File: src/rtl/monitor_contador16.sv
// Lockstep reference monitor for the 16-bit cascaded counter: tracks the expected
// Q/RCO every clock and reports mismatches as pulse, sticky flag, count and snapshot.
module monitor_contador16 #(
  parameter int ERR_W  = 8,
  parameter bit RESYNC = 1'b1
) (
  input  logic             clk,
  input  logic             reset,
  input  logic             enb,
  input  logic [1:0]       modo,
  input  logic [15:0]      D,
  input  logic [15:0]      Q,
  input  logic             RCO,
  output logic             sincronizado,
  output logic             error,
  output logic             error_pegajoso,
  output logic [ERR_W-1:0] cuenta_errores,
  output logic [15:0]      q_esperado,
  output logic [15:0]      q_error
);

  typedef enum logic {SYNC = 1'b0, TRACK = 1'b1} state_t;

  localparam logic [ERR_W-1:0] CNT_MAX = {ERR_W{1'b1}};
  localparam logic [ERR_W-1:0] CNT_ONE = {{(ERR_W-1){1'b0}}, 1'b1};

  state_t            state_r, state_s;
  logic [15:0]       m_r, m_s;
  logic              r_r, r_s;
  logic              error_r, error_s;
  logic              pegajoso_r, pegajoso_s;
  logic [ERR_W-1:0]  cuenta_r, cuenta_s;
  logic [15:0]       qerr_r, qerr_s;
  logic              mis_s;
  logic              load_s;
  logic [15:0]       base_s;
  logic [16:0]       nxt_s;

  // Counter behaviour for one edge: returns {carry, next value}.
  function automatic logic [16:0] paso(input logic [15:0] v, input logic e,
                                       input logic [1:0] md, input logic [15:0] d);
    logic [16:0] res;
    res = {1'b0, v};
    if (e) begin
      case (md)
        2'b00:   res = {(v == 16'hFFFF), v + 16'd1};
        2'b01:   res = {(v == 16'h0000), v - 16'd1};
        2'b10:   res = {(v < 16'd3), v - 16'd3};
        2'b11:   res = {1'b0, d};
        default: res = {1'b0, v};
      endcase
    end else begin
      res = {1'b0, v};
    end
    return res;
  endfunction

  // Next-state, model update and mismatch bookkeeping.
  always_comb begin
    state_s    = state_r;
    m_s        = m_r;
    r_s        = r_r;
    error_s    = 1'b0;
    pegajoso_s = pegajoso_r;
    cuenta_s   = cuenta_r;
    qerr_s     = qerr_r;
    mis_s      = 1'b0;
    load_s     = enb && (modo == 2'b11);
    base_s     = m_r;
    nxt_s      = {r_r, m_r};
    case (state_r)
      SYNC: begin
        r_s = 1'b0;
        if (load_s) begin
          state_s = TRACK;
          m_s     = D;
        end else begin
          state_s = SYNC;
        end
      end
      TRACK: begin
        mis_s = (Q != m_r) || (RCO != r_r);
        if (mis_s) begin
          error_s    = 1'b1;
          pegajoso_s = 1'b1;
          if (cuenta_r != CNT_MAX) begin
            cuenta_s = cuenta_r + CNT_ONE;
          end else begin
            cuenta_s = cuenta_r;
          end
          // Only the first bad value is kept.
          if (!pegajoso_r) begin
            qerr_s = Q;
          end else begin
            qerr_s = qerr_r;
          end
        end else begin
          error_s = 1'b0;
        end
        if (mis_s && RESYNC && !load_s) begin
          state_s = SYNC;
          r_s     = 1'b0;
        end else begin
          base_s = (mis_s && !RESYNC) ? Q : m_r;
          nxt_s  = paso(base_s, enb, modo, D);
          m_s    = nxt_s[15:0];
          r_s    = nxt_s[16];
        end
      end
      default: begin
        state_s = SYNC;
        r_s     = 1'b0;
      end
    endcase
  end

  // State and output registers with synchronous reset.
  always_ff @(posedge clk) begin
    if (reset) begin
      state_r    <= SYNC;
      m_r        <= 16'h0000;
      r_r        <= 1'b0;
      error_r    <= 1'b0;
      pegajoso_r <= 1'b0;
      cuenta_r   <= {ERR_W{1'b0}};
      qerr_r     <= 16'h0000;
    end else begin
      state_r    <= state_s;
      m_r        <= m_s;
      r_r        <= r_s;
      error_r    <= error_s;
      pegajoso_r <= pegajoso_s;
      cuenta_r   <= cuenta_s;
      qerr_r     <= qerr_s;
    end
  end

  assign sincronizado   = (state_r == TRACK);
  assign error          = error_r;
  assign error_pegajoso = pegajoso_r;
  assign cuenta_errores = cuenta_r;
  assign q_esperado     = m_r;
  assign q_error        = qerr_r;

endmodule

File: config.mk
export PLATFORM = sky130hd
export DESIGN_NAME = monitor_contador16
export DESIGN_NICKNAME = d
export VERILOG_FILES = /design/src/rtl/monitor_contador16.sv
export SDC_FILE = /design/constraint.sdc
export NUM_CORES = 1
export LEC_CHECK = 0
export CAP_MARGIN = 10
export CORE_MARGIN = 10
export CORE_UTILIZATION = 57
export CTS_BUF_LIST = sky130_fd_sc_hd__clkbuf_2 sky130_fd_sc_hd__clkbuf_4 sky130_fd_sc_hd__clkbuf_8
export DETAILED_ROUTE_END_ITERATION = 7
export PLACE_DENSITY_LB_ADDON = 0.25
export SLEW_MARGIN = 20
export SYNTH_ARGS = -nofsm -noshare
export SYNTH_HDL_FRONTEND = slang
export SYNTH_SLANG_ARGS = --single-unit
File: constraint.sdc
create_clock -name clk -period 8.06 [get_ports clk]
set_clock_uncertainty 0.05 [all_clocks]
set_input_delay 1.612 -clock clk [delete_from_list [all_inputs] [get_ports clk]]
set_output_delay 1.612 -clock clk [all_outputs]
set_load 0.03 [all_outputs]
==> flow_summary.toml <==
[sta]
fin_setup_tns_ns = 0
hold_viol = 0
period_share = 0.567
max_freq_mhz = 219
final_max_slew_viol_count = 0
max-slew-margin-rel = 0.306
rsz0062_at_grt = "no"
period_needed_ns = 4.57
worstMarginPinSlew_ns = 1.04
fin_ws_ns = 3.49
finalSetupViolCount = 0

[cts]
cts_setup_buffers = 0
clk_latency_ns = 0.32
clk_pin_slew_ns = 0.11
cts_tree = "done"
cts_buffers = 5
cts.root.buffer_cell = "clkbuf_8"
htreeDepth = 2
cts_resized = 0
clockBufferDepth = 2
hold_buffers = 0
cts.sinks = 44

[synthesis]
ys_seq_area_frac = 0.235
netlist_top_cells_count = "nor2_1 (48), dfxtp_1 (44), a21oi_1 (36)"
async_reset_ff_frac = 0
synth_ff_type = "dfxtp_1"
synth.area.mux_share = 0.0571
ys_top_cells_by_area = "dfxtp_1 (24%), xor2_1 (4.9%), a21oi_1 (4.8%)"
syn_nets = 511
synth_seq_cells = 44
synth_simple_gate_area_frac = 0.270
syn_inst = 469
avgSynthCellArea_um2 = 7.98
synth_top_area_share = 0.235
synth_top_area_cell = "dfxtp_1"
synth_most_common_cell = "nor2_1"
synth_compound_area_frac = 0.237
syn-cell-area_mm2 = 0.00374
synth_xor_area_frac = 0.0772
synth_cell_types = 76
synth_top_family_by_area = "simple AND/OR/NAND/NOR gates"
synthAdderAreaFrac = 0.0134
synth-edff-count = 0
ys_warn_count = 0

[detailed_routing]
routed-via-count = 3960
routed_wirelength_mm = 12.1
via_per_inst = 6.69
dr.pass1.iters = 7
drc_errors = 0
ant_nets = 0
post_drt_wl_per_cell_um = 20.5
drt-initial-drc-count = 491

[worst_setup_path]
setup.worst_path.start_class = "input pin"
timing.rr.end = "q_esperado[10]"
r2r_cells = 9
required_ns = 8.20
worstReg2RegStart = "q_esperado[1]"
worstSetupPathType = "input pin to flip-flop"
cp.arrival_ns = 4.71
cp-endpoint = "q_esperado[10]"
critPathLaunch = "modo[0]"
r2r_slack_ns = 5.00
worst_setup_path_end_kind = "flip-flop"
crit_fanout = 29

[final_layout]
diodes = 0
layout-drive-gt1-share = 0.0718
nets = 556
area_growth_pct = 18.0
fillCellCount = 518

[power]
leakagePower_nw = 1.50
power_density_mw_per_mm2 = 132
peakVddDrop_mv = 0.117

[grt]
grt_max_degree = 48
grt_pass1_vias = 3817
gr-total-overflow = 0
grt_pass1_wl_mm = 19.3
grt_util_met3 = 0.0789
grt_use_met2 = 0.356
use_met1 = 0.276
grt_use_total = 0.228
antenna_found_initial = 0
busiest_layer = "met2"

[die]
core_mm2 = 0.00635
start_util = 0.590
die_area_mm2 = 0.0102
core.rowCount = 29
die_x_um = 101
io_pins = 81
die_h_um = 101

[worst_hold_path]
hold_class = "flip-flop to flip-flop"

[status]
outcome = "complete, no violations"

[placement]
gp_congestion = 1.06
portBuffers = 80
pre_cts_ws_ns = 3.27
place_hpwl_mm = 8.73

[flow_run]
cap_viol_max_count = 0
## worst max-delay path: stages
cell and delay [ns]:
clkdlybuf4s50_1 0.45, buf_4 0.29, nor2b_4 0.51, xnor2_1 0.18
ha_1 0.29, inv_1 0.10, o32ai_2 0.50, a21oi_1 0.13
and3_1 0.21, nor4_1 0.31, a211oi_1 0.12
## sequential cells by signal (all words and copies together), names as in the netlist
name / count
q_error: 16
sincronizado: 1
error_pegajoso: 1
r_r: 1
q_esperado: 16
cuenta_errores: 8
error: 1
## logic make-up after synthesis
group                    count (synthesis)
AO/OA/AOI/OAI                          124
XOR/XNOR                                33
adder cells (fa/ha/maj)                  4
buffers and inverters                   58
flip-flops                              44
multiplexers                            20
AND/OR/NAND/NOR                        186
## worst min-delay path by stage
stage / start / end / slack [ns] / cells past startpoint
after detailed placement: q_error[13] / q_error[13] / 0.44 / 2
after CTS: q_error[13] / q_error[13] / 0.45 / 2
after global placement: cuenta_errores[7] / cuenta_errores[7] / 0.42 / 2
after global routing: q_error[13] / q_error[13] / 0.47 / 2
after floorplan: cuenta_errores[7] / cuenta_errores[7] / 0.55 / 2
final: q_error[2] / q_error[2] / 0.45 / 2
## placed cells by master (no fill, tap or decap), types with 3 or more instances in the layout
cell type        count
a21oi_1             36
a22o_1               3
o21ai_0             19
nor2b_1              3
and3_1               7
o211ai_1             4
or4_1                8
inv_1               10
nand4_1             10
xnor2_1             12
clkbuf_8             5
nor2_1              48
xor2_1              21
nand2_1             22
dfxtp_1             44
a21o_1               3
a31o_2               3
buf_4                4
a221oi_1             6
clkdlybuf4s50_1     80
mux2i_1             18
a211oi_1            11
a22oi_1              5
nor4_1              18
nor3_1              21
or3_1                3
nand3_1             19
ha_1                 4
o31ai_1              6
and2_1               5
nand2b_1             3
## power by group
| part | switching (W) | internal (W) |
|---|---|---|
| sequential | 0.0000198 | 0.000223 |
| combinational | 0.0000851 | 0.0000706 |
| clock | 0.0000914 | 0.0000936 |
## layout make-up
| cell class | instances | area [µm²] | share of cell area |
|---|---|---|---|
| well taps | 77 | 96.3 | 0.0218 |
| repair buffers | 84 | 831 | 0.188 |
| clock inverters | 3 | 46.3 | 0.0105 |
| inverters | 12 | 45.0 | 0.0102 |
| flip-flops and latches | 44 | 881 | 0.199 |
| multi-input cells | 367 | 2450 | 0.555 |
| clock buffers | 5 | 68.8 | 0.0156 |
## metal layers
metal / routed length (µm) / part of all wire
met1: 4690 / 0.39
met2: 5590 / 0.46
met3: 1480 / 0.12
met4: 370 / 0.030
met5: 0 / 0
## stage by stage
stage / instance area, µm² / hold slack, ns / utilization / cells / power [W]
after floorplan: 3740 / 0.553 / - / 469 / 0.000353
after global placement: 4300 / 0.423 / 0.678 / 584 / 0.000397
after detailed placement: 4300 / 0.435 / 0.678 / 584 / 0.000400
after CTS: 4420 / 0.452 / 0.696 / 592 / 0.000581
after global routing: 4420 / 0.470 / 0.696 / 592 / 0.000601
final: 4420 / 0.452 / 0.696 / 592 / 0.000584
(Power assumes the default switching activity.)
